**config.mk**
```make
export PLATFORM = sky130hd
export DESIGN_NAME = pixel_filter
export DESIGN_NICKNAME = d
export VERILOG_FILES = /design/src/rtl/pixel_filter.sv
export SDC_FILE = /design/constraint.sdc
export NUM_CORES = 1
export LEC_CHECK = 0
export CAP_MARGIN = 20
export CORE_MARGIN = 1
export CORE_UTILIZATION = 55
export DETAILED_ROUTE_END_ITERATION = 8
export DONT_BUFFER_PORTS = 1
export GPL_TIMING_DRIVEN = 0
export PLACE_DENSITY_LB_ADDON = 0.08
export SLEW_MARGIN = 10
export SYNTH_ARGS = -nofsm -noshare
export SYNTH_HDL_FRONTEND = slang
export SYNTH_SLANG_ARGS = --single-unit
```
**constraint.sdc**
```tcl
create_clock -name clk_in -period 9.6 [get_ports clk_in]
set_clock_uncertainty 0.2 [all_clocks]
set_input_delay 0 -clock clk_in [delete_from_list [all_inputs] [get_ports clk_in]]
set_output_delay 0 -clock clk_in [all_outputs]
set_load 0.01 [all_outputs]
```
**src/rtl/pixel_filter.sv**
```systemverilog
// Three-stage streaming point filter on 12-bit RGB 4:4:4 pixels.
// The filter select is latched once per frame at (0,0) and travels with each pixel.
module pixel_filter #(
    parameter logic [3:0] THRESHOLD = 4'd8
) (
    input  logic        clk_in,
    input  logic        rst_in,
    input  logic [10:0] hcount_in,
    input  logic [9:0]  vcount_in,
    input  logic [11:0] pixel_in,
    input  logic [2:0]  select_in,
    output logic [10:0] hcount_out,
    output logic [9:0]  vcount_out,
    output logic [11:0] pixel_out,
    output logic [2:0]  active_select_out
);

    logic [2:0]  active_select_q;
    logic [2:0]  eff_select;
    logic        frame_start;
    logic [7:0]  sum_d;

    logic [11:0] pix1_q;
    logic [10:0] h1_q;
    logic [9:0]  v1_q;
    logic [2:0]  sel1_q;
    logic [7:0]  sum1_q;

    logic [11:0] pix2_q;
    logic [10:0] h2_q;
    logic [9:0]  v2_q;
    logic [2:0]  sel2_q;
    logic [3:0]  y2_q;

    logic [11:0] pix3_q;
    logic [10:0] h3_q;
    logic [9:0]  v3_q;

    logic [11:0] gray, inverted, thresh, poster, sepia, filt_d;
    logic [4:0]  sep_r_wide;
    logic [3:0]  sep_r, sep_b;

    // The (0,0) pixel must already see the newly requested filter.
    assign frame_start = (hcount_in == 11'd0) && (vcount_in == 10'd0);
    assign eff_select  = frame_start ? select_in : active_select_q;

    // Max 5*15 + 9*15 + 2*15 = 240, so 8 bits suffice.
    assign sum_d = ({4'b0, pixel_in[11:8]} * 8'd5) +
                   ({4'b0, pixel_in[7:4]}  * 8'd9) +
                   ({4'b0, pixel_in[3:0]}  * 8'd2);

    always_comb begin
        gray       = {y2_q, y2_q, y2_q};
        inverted   = ~pix2_q;
        thresh     = (y2_q >= THRESHOLD) ? 12'hFFF : 12'h000;
        poster     = {pix2_q[11:10], pix2_q[11:10],
                      pix2_q[7:6],   pix2_q[7:6],
                      pix2_q[3:2],   pix2_q[3:2]};
        sep_r_wide = {1'b0, y2_q} + 5'd3;
        sep_r      = sep_r_wide[4] ? 4'hF : sep_r_wide[3:0];
        sep_b      = (y2_q > 4'd3) ? (y2_q - 4'd3) : 4'd0;
        sepia      = {sep_r, y2_q, sep_b};

        filt_d = pix2_q;
        case (sel2_q)
            3'd1:    filt_d = gray;
            3'd2:    filt_d = inverted;
            3'd3:    filt_d = thresh;
            3'd4:    filt_d = poster;
            3'd5:    filt_d = sepia;
            default: filt_d = pix2_q;
        endcase
    end

    always_ff @(posedge clk_in) begin
        if (rst_in) begin
            active_select_q <= 3'd0;
            pix1_q <= '0;
            h1_q   <= '0;
            v1_q   <= '0;
            sel1_q <= '0;
            sum1_q <= '0;
            pix2_q <= '0;
            h2_q   <= '0;
            v2_q   <= '0;
            sel2_q <= '0;
            y2_q   <= '0;
            pix3_q <= '0;
            h3_q   <= '0;
            v3_q   <= '0;
        end else begin
            if (frame_start) begin
                active_select_q <= select_in;
            end
            pix1_q <= pixel_in;
            h1_q   <= hcount_in;
            v1_q   <= vcount_in;
            sel1_q <= eff_select;
            sum1_q <= sum_d;

            pix2_q <= pix1_q;
            h2_q   <= h1_q;
            v2_q   <= v1_q;
            sel2_q <= sel1_q;
            y2_q   <= sum1_q[7:4];

            pix3_q <= filt_d;
            h3_q   <= h2_q;
            v3_q   <= v2_q;
        end
    end

    assign pixel_out         = pix3_q;
    assign hcount_out        = h3_q;
    assign vcount_out        = v3_q;
    assign active_select_out = active_select_q;

endmodule

```
==> reports/qor.yml, run 1 <==
critical_path:
  cp.arrival_ns: 3.29
  crit_required_ns: 9.78
  rr_startpoint: "y2_q[0]$_SDFF_PP0_"
  critical-path-top-delay-family: "adder cells"
  critPathLaunchType: "primary input"
  path_buf_inv: 3
  critPathMaxFanout: 5
  r2r-end: "pixel_out[9]$_SDFF_PP0_"
  reg2reg_slack_ns: 7.49
  crit_chain: "dlygate4sd3_1 > inv_1 > fa_1 > inv_1 > ha_1 > fa_1 > ha_1 > nand4b_1 > o211ai_2 > nor4_1 > or4_1"
  slowest_delay_ns: 0.54
  end_kind: "register"
  cp_slowest_cell: "dlygate4sd3_1"
  crit_type: "in2reg"
  reg2reg_depth: 6
timing:
  hold_viol: 0
  rsz0062_at_grt: "false"
  worstMarginPinSlew_ns: 0.5593
  timing.final.crit_share: 0.3238
  finalSetupViolCount: 0
  final.setup.tns_ns: 0
  fin_crit_ns: 3.109
  clock.fmax_mhz: 321.7
  slew_violations: 0
  slew_headroom: 0.6175
synth:
  synthTopCellsByCount: "113 x dfxtp_1, 98 x nor2b_1, 28 x inv_1, 18 x ha_1"
  yosysMostFrequentCell: "dfxtp_1"
  ys_warn_count: 0
  syn_avg_cell_area_sq_um: 10.33
  ys_top_cells_by_area: "dfxtp_1 53%, nor2b_1 14%, ha_1 5.3%, fa_1 3.3%, inv_1 2.5%"
  synth-edff-count: 0
  yosysTopAreaCell: "dfxtp_1"
  synth_cells: 410
  ys.flop_type: "dfxtp_1"
  ys_types: 46
  synth_top_area_frac: 0.5341
  ys_ff_latch: 113
  synth_area_sq_um: 4235
  async_flop_share: 0
  synth_nets: 473
  ys_seq_area_frac: 0.5341
hold_path:
  min_from: "pixel_in[0]"
  hold_depth: 6
  hold_path_end: "sum1_q[4]$_SDFF_PP0_"
  hold_path_class: "in2reg"
cts:
  cts_buffer_depth: 2
  cts_max_level: 4
  post_cts_buffers: 0
  clkSinkCount: 113
  cts_buffers: 17
  ctsRootBufferMaster: "clkbuf_8"
  clk_pin_slew_ns: 0.06
  cts_tree: "built"
  clkLatencyLatePin_ns: 0.50
  cts_resized: 0
layout:
  antennaDiodeCount: 0
  final_util: 0.7573
  multi_input_area_sq_um: 1775
  n_fill_cell: 490
  regArea_sq_um: 2262
  stdcell_area_sq_um: 5552
  drive_gt1_frac: 0.09218
  final_nets: 549
  final_cells: 598
  area_growth_pct: 31.08
floorplanning:
  initial_core_util: 0.5777
  die_area_sq_um: 8055
  rows: 31
  ioPinCount: 74
  die_x_um: 89.75
  core_sq_um: 7331
  die_h_um: 89.75
power_and_ir_drop:
  p_per_area_nw_per_um2: 231.7
  p_leak_nw: 2.257
  peakVddDrop_uv: 187.5
placement:
  dpl.hpwl_mm: 5.693
  gp_congestion: 0.9158
  dpl_cell_area_sq_um: 4359
  portBuffers: 0
  place_inst: 509
grt:
  grt_pass1_vias: 3045
  grt_overflow: 0
  grt_usage: 0.2345
  grt_max_degree: 17
  grt_pass1_wl_mm: 14.57
  antenna_found_initial: 0
detailed_routing:
  wl_mm: 8.973
  vias: 3084
  postRouteAntennaNets: 0
  drc: 0
  drtIter0Drc: 76
  detail_route.wl_per_cell_um: 15.01
  firstDrtPassIters: 4
  viasPerCell: 5.157
run:
  cap_viol_max_count: 0
status:
  status: "completed"
## cell usage in the layout (no fill, tap or decap), drive strengths merged, types with 2 or more instances in the layout
master / synthesis / final
dlygate4sd3: 0 / 57
a31oi: 3 / 3
o21a: 2 / 2
nand4: 2 / 2
nor4: 5 / 5
inv: 30 / 33
ha: 18 / 18
nand3: 4 / 4
o211ai: 7 / 7
or4: 2 / 2
o21bai: 3 / 3
a21oi: 11 / 11
fa: 7 / 7
nor2: 10 / 10
a221oi: 4 / 4
a211oi: 4 / 4
o21ai: 14 / 14
dfxtp: 113 / 113
clkinvlp: 0 / 3
nor2b: 99 / 99
or3: 2 / 2
a2111oi: 3 / 3
mux2: 3 / 3
nand2b: 6 / 6
nand2: 14 / 14
bufinv: 0 / 4
clkinv: 0 / 4
mux2i: 5 / 5
buf: 6 / 6
nor3: 7 / 7
clkbuf: 14 / 32
## metal layers
metal	vias to the layer above	routed length, um	global-route usage
met5	-	0	0
met4	0	147	0.1202
met3	14	457	0.06768
met2	99	4486	0.4006
met1	1458	3882	0.2663
li1	1513	-	-
## worst max-delay path by stage
stage / startpoint / to / slack [ns] / cells after the start
after detailed placement: pixel_in[7] / sum1_q[7]$_SDFF_PP0_ / 6.38 / 11
after global routing: pixel_in[2] / sum1_q[7]$_SDFF_PP0_ / 6.36 / 11
final: pixel_in[2] / sum1_q[7]$_SDFF_PP0_ / 6.49 / 11
after floorplan: pixel_in[7] / sum1_q[7]$_SDFF_PP0_ / 6.54 / 11
after CTS: pixel_in[2] / sum1_q[7]$_SDFF_PP0_ / 6.54 / 11
after global placement: pixel_in[7] / sum1_q[7]$_SDFF_PP0_ / 6.40 / 11
## kinds of logic (layout without fill, tap and decap cells)
family | Yosys count | after routing | share of synthesized area
AND/OR/NAND/NOR | 155 | 155 | 0.2189
buffers and inverters | 50 | 139 | 0.04668
AO/OA/AOI/OAI | 58 | 58 | 0.09217
XOR/XNOR | 1 | 1 | 0.002068
multiplexers | 8 | 8 | 0.01979
adder cells (fa/ha/maj) | 25 | 25 | 0.08626
flip-flops | 113 | 113 | 0.5341
## worst register-to-register path: cells and delay by family, from the launching register on
kind | cells | cell delay (ns)
AOI/OAI and AO/OA | 2 | 0.57
DFF | 1 | 0.54
and+or+nand+nor | 2 | 0.33
adders and majority gates | 1 | 0.25
buffers and inverters | 1 | 0.12
## power by group
group	internal, W	leakage, nW	total, W	switching, W
registers	0.000496	0.929	0.000512	0.0000155
logic	0.0000633	1.03	0.000126	0.0000628
clock network	0.000425	0.293	0.000649	0.000224
## sequential cells by signal, summed over array words and instances (netlist names), 10 cells and up
| register | cells |
|---|---|
| pixel_out | 12 |
| hcount_out | 11 |
| pix1_q | 12 |
| v2_q | 10 |
| h1_q | 11 |
| v1_q | 10 |
| pix2_q | 12 |
| vcount_out | 10 |
| h2_q | 11 |
## timing repair
item | 4_1_cts | 5_1_grt
hold buffers | 57 | 0
endpoints found under the hold margin | 92 | 0
setup endpoints to repair | 0 | 0
## through the flow
step | power [W] | worst slack (ns) | hold WS [ns]
floorplan | 0.0006004 | 6.538 | -0.1191
global placement | 0.0006217 | 6.398 | -0.1100
detailed placement | 0.0006250 | 6.376 | -0.09977
CTS | 0.001291 | 6.535 | 0.0002351
global route | 0.001334 | 6.363 | 0.02004
finish | 0.001287 | 6.491 | 0.02926
## area by class of cell
class                      instances  share of cell area
sequential                       113              0.4075
multi-input combinational        247              0.3198
timing repair buffer              57              0.1028
clock buffer                      18             0.07528
clock inverter                    14             0.03674
tap                               99             0.02231
inverter                          30             0.02028
buffer                            20             0.01533
Power figures use the tool's default switching activity.
==> inputs of run 2 (changes only) <==
clock period = 3.2 ns   (was 9.6 ns; I/O delays follow)
==> run 2 against run 1 <==
Critical path depth is the same; wire length grew 0.85%; largest cell class unchanged; combinational power grew to 3.2 times the previous value; cell count grew 0.17%.
==> reports/qor.yml, run 2 (synthesis results as in run 1) <==
critical_path:
  crit_required_ns: 3.38  # was 9.78 ns
  critPathMaxFanout: 4  # was 5
  slowest_delay_ns: 0.57  # was 0.54 ns
  end_kind: "register"  # unchanged
  crit_chain: "dlygate4sd3_1 > inv_1 > fa_1 > inv_1 > ha_1 > fa_2 > ha_1 > nand3_1 > o211ai_2 > nor4bb_1 > or4_1"  # was dlygate4sd3_1 > inv_1 > fa_1 > inv_1 > ha_1 > fa_1 > ha_1 > nand4b_1 > o211ai_2 > nor4_1 > or4_1
  path_buf_inv: 3  # unchanged
  reg2reg_slack_ns: 1.09  # was 7.49 ns
  critical-path-top-delay-family: "adder cells"  # unchanged
  cp_slowest_cell: "fa_2"  # was dlygate4sd3_1
  critPathLaunchType: "primary input"  # unchanged
  crit_type: "in2reg"  # unchanged
  cp.arrival_ns: 3.22  # was 3.29 ns
floorplanning:
  core_sq_um: 7331  # unchanged
  die_x_um: 89.75  # unchanged
  rows: 31  # unchanged
  die_h_um: 89.75  # unchanged
  initial_core_util: 0.5777  # unchanged
  ioPinCount: 74  # unchanged
  die_area_sq_um: 8055  # unchanged
detailed_routing:
  vias: 3078  # was 3,084
  wl_mm: 9.049  # was 8.973 mm
  drtIter0Drc: 87  # was 76
  viasPerCell: 5.139  # was 5.157
  drc: 0  # unchanged
  postRouteAntennaNets: 0  # unchanged
  detail_route.wl_per_cell_um: 15.11  # was 15.01 um
  firstDrtPassIters: 4  # unchanged
timing:
  clock.fmax_mhz: 329.8
  worstMarginPinSlew_ns: 0.5712  # was 0.5593 ns
  fin_crit_ns: 3.033
  slew_violations: 0  # unchanged
  finalSetupViolCount: 0  # unchanged
  hold_viol: 0  # unchanged
  timing.final.crit_share: 0.9477
  hold_slack_ns: 0.02010  # was 0.02926 ns
  slew_headroom: 0.6157  # was 0.6175
  rsz0062_at_grt: "false"  # unchanged
cts:
  ctsRootBufferMaster: "clkbuf_8"  # unchanged
  cts_tree: "built"  # unchanged
  clkSinkCount: 113  # unchanged
  clk_pin_slew_ns: 0.06  # about the same
  cts_max_level: 4  # unchanged
  cts_buffers: 17  # unchanged
  cts_buffer_depth: 2  # unchanged
  clkLatencyLatePin_ns: 0.50  # about the same
power_and_ir_drop:
  p_int_w: 0.002971  # was 0.0009844 W
  netSwitchingPower_w: 0.0009166  # was 0.0003021 W
  p_per_area_nw_per_um2: 697.4  # was 231.7 nW/um^2
  power_frac_comb: 0.104  # was 0.098
  p_clk_frac: 0.501  # was 0.504
  p_leak_nw: 2.260  # was 2.257 nW
  seq_power_share: 0.395  # was 0.398
  swShare: 0.2358  # was 0.2348
  peakVddDrop_uv: 562.2  # was 187.5 uV
run:
  cap_viol_max_count: 0  # unchanged
grt:
  grt_usage: 0.2345  # unchanged
  grt_pass1_vias: 3045  # unchanged
  antenna_found_initial: 0  # unchanged
  grt_overflow: 0  # unchanged
  grt_max_degree: 17  # unchanged
  grt_pass1_wl_mm: 14.57  # unchanged
layout:
  final_nets: 550  # was 549
  layout_commonest_cell: "dfxtp_1"  # unchanged
  antennaDiodeCount: 0  # unchanged
  layout_common_cells: "113 x dfxtp_1, 98 x nor2b_1, 57 x dlygate4sd3_1"  # unchanged
  area_growth_pct: 31.61  # was 31.08%
  final_util: 0.7604  # was 0.7573
  drive_gt1_frac: 0.09800  # was 0.09218
placement:
  dpl.hpwl_mm: 5.693  # unchanged
  gp_congestion: 0.9158  # unchanged
  portBuffers: 0  # unchanged
hold_path:
  hold_path_class: "in2reg"  # unchanged
status:
  status: "completed"  # unchanged
==> run 2: changes by cell type in the layout (fill, tap and decap cells not counted), sizes merged <==
cell	before	now
buf	6	7
==> run 2: power by group through the flow <==
stage	clock, W	sequential, W	combinational (W)
after floorplan	0	0.00155	0.000253
after global placement	0	0.00156	0.000302
after detailed placement	0	0.00156	0.000312
after CTS	0.00196	0.00153	0.000375
after global routing	0.00204	0.00154	0.000454
final	0.00195	0.00154	0.000404
==> run 2: area by class of cell <==
class	count	area, sq um
clock buffer	18	417.9
fill	483	1757
sequential	113	2262
inverter	30	112.6
multi-input combinational	247	1790
buffer	20	85.08
clock inverter	14	203.9
tap	99	123.9
timing repair buffer	58	578.1
==> run 2: timing repair <==
item / CTS / global route
resized for setup: 0 / 2
setup endpoints to repair: 0 / 1
setup buffers: 0 / 1
hold endpoints to repair: 92 / 0
hold buffers: 57 / 0
==> run 2: worst register-to-register path, cell delays in order, from the launching register on <==
cell      delay (ns)
dfxtp_1         0.54
inv_1           0.12
ha_1            0.25
nand3b_1        0.18
nor2b_1         0.15
o32a_1          0.29
a221oi_1        0.28
==> run 2: final timing paths <==
path,cells past startpoint,startpoint,endpoint
hold reg to reg,1,v1_q[0]$_SDFF_PP0_,v2_q[0]$_SDFF_PP0_
hold / removal,5,pixel_in[1],sum1_q[5]$_SDFF_PP0_
setup / recovery,11,pixel_in[2],sum1_q[7]$_SDFF_PP0_
setup reg to reg,6,y2_q[0]$_SDFF_PP0_,pixel_out[9]$_SDFF_PP0_
==> run 2: per-layer routing <==
metal,track usage,vias up,part of all wire
met5,0,-,0
met4,0.1202,0,0.020
met3,0.06768,16,0.052
met2,0.4006,107,0.50
met1,0.2663,1444,0.43
li1,-,1511,-
==> run 2: per-stage QoR <==
stage | TNS, ns | power, W | cell area, sq um | setup slack [ns] | std cells
3_5_place_dp | -0.02385 | 0.001875 | 4359 | -0.02385 | 509
6_report | 0 | 0.003887 | 5574 | 0.1675 | 599
5_1_grt | 0 | 0.004031 | 5574 | 0.01778 | 599
4_1_cts | 0 | 0.003874 | 5552 | 0.1354 | 598
2_1_floorplan | 0 | 0.001801 | 4235 | 0.1377 | 410
3_3_place_gp | -0.002147 | 0.001865 | 4359 | -0.002147 | 509
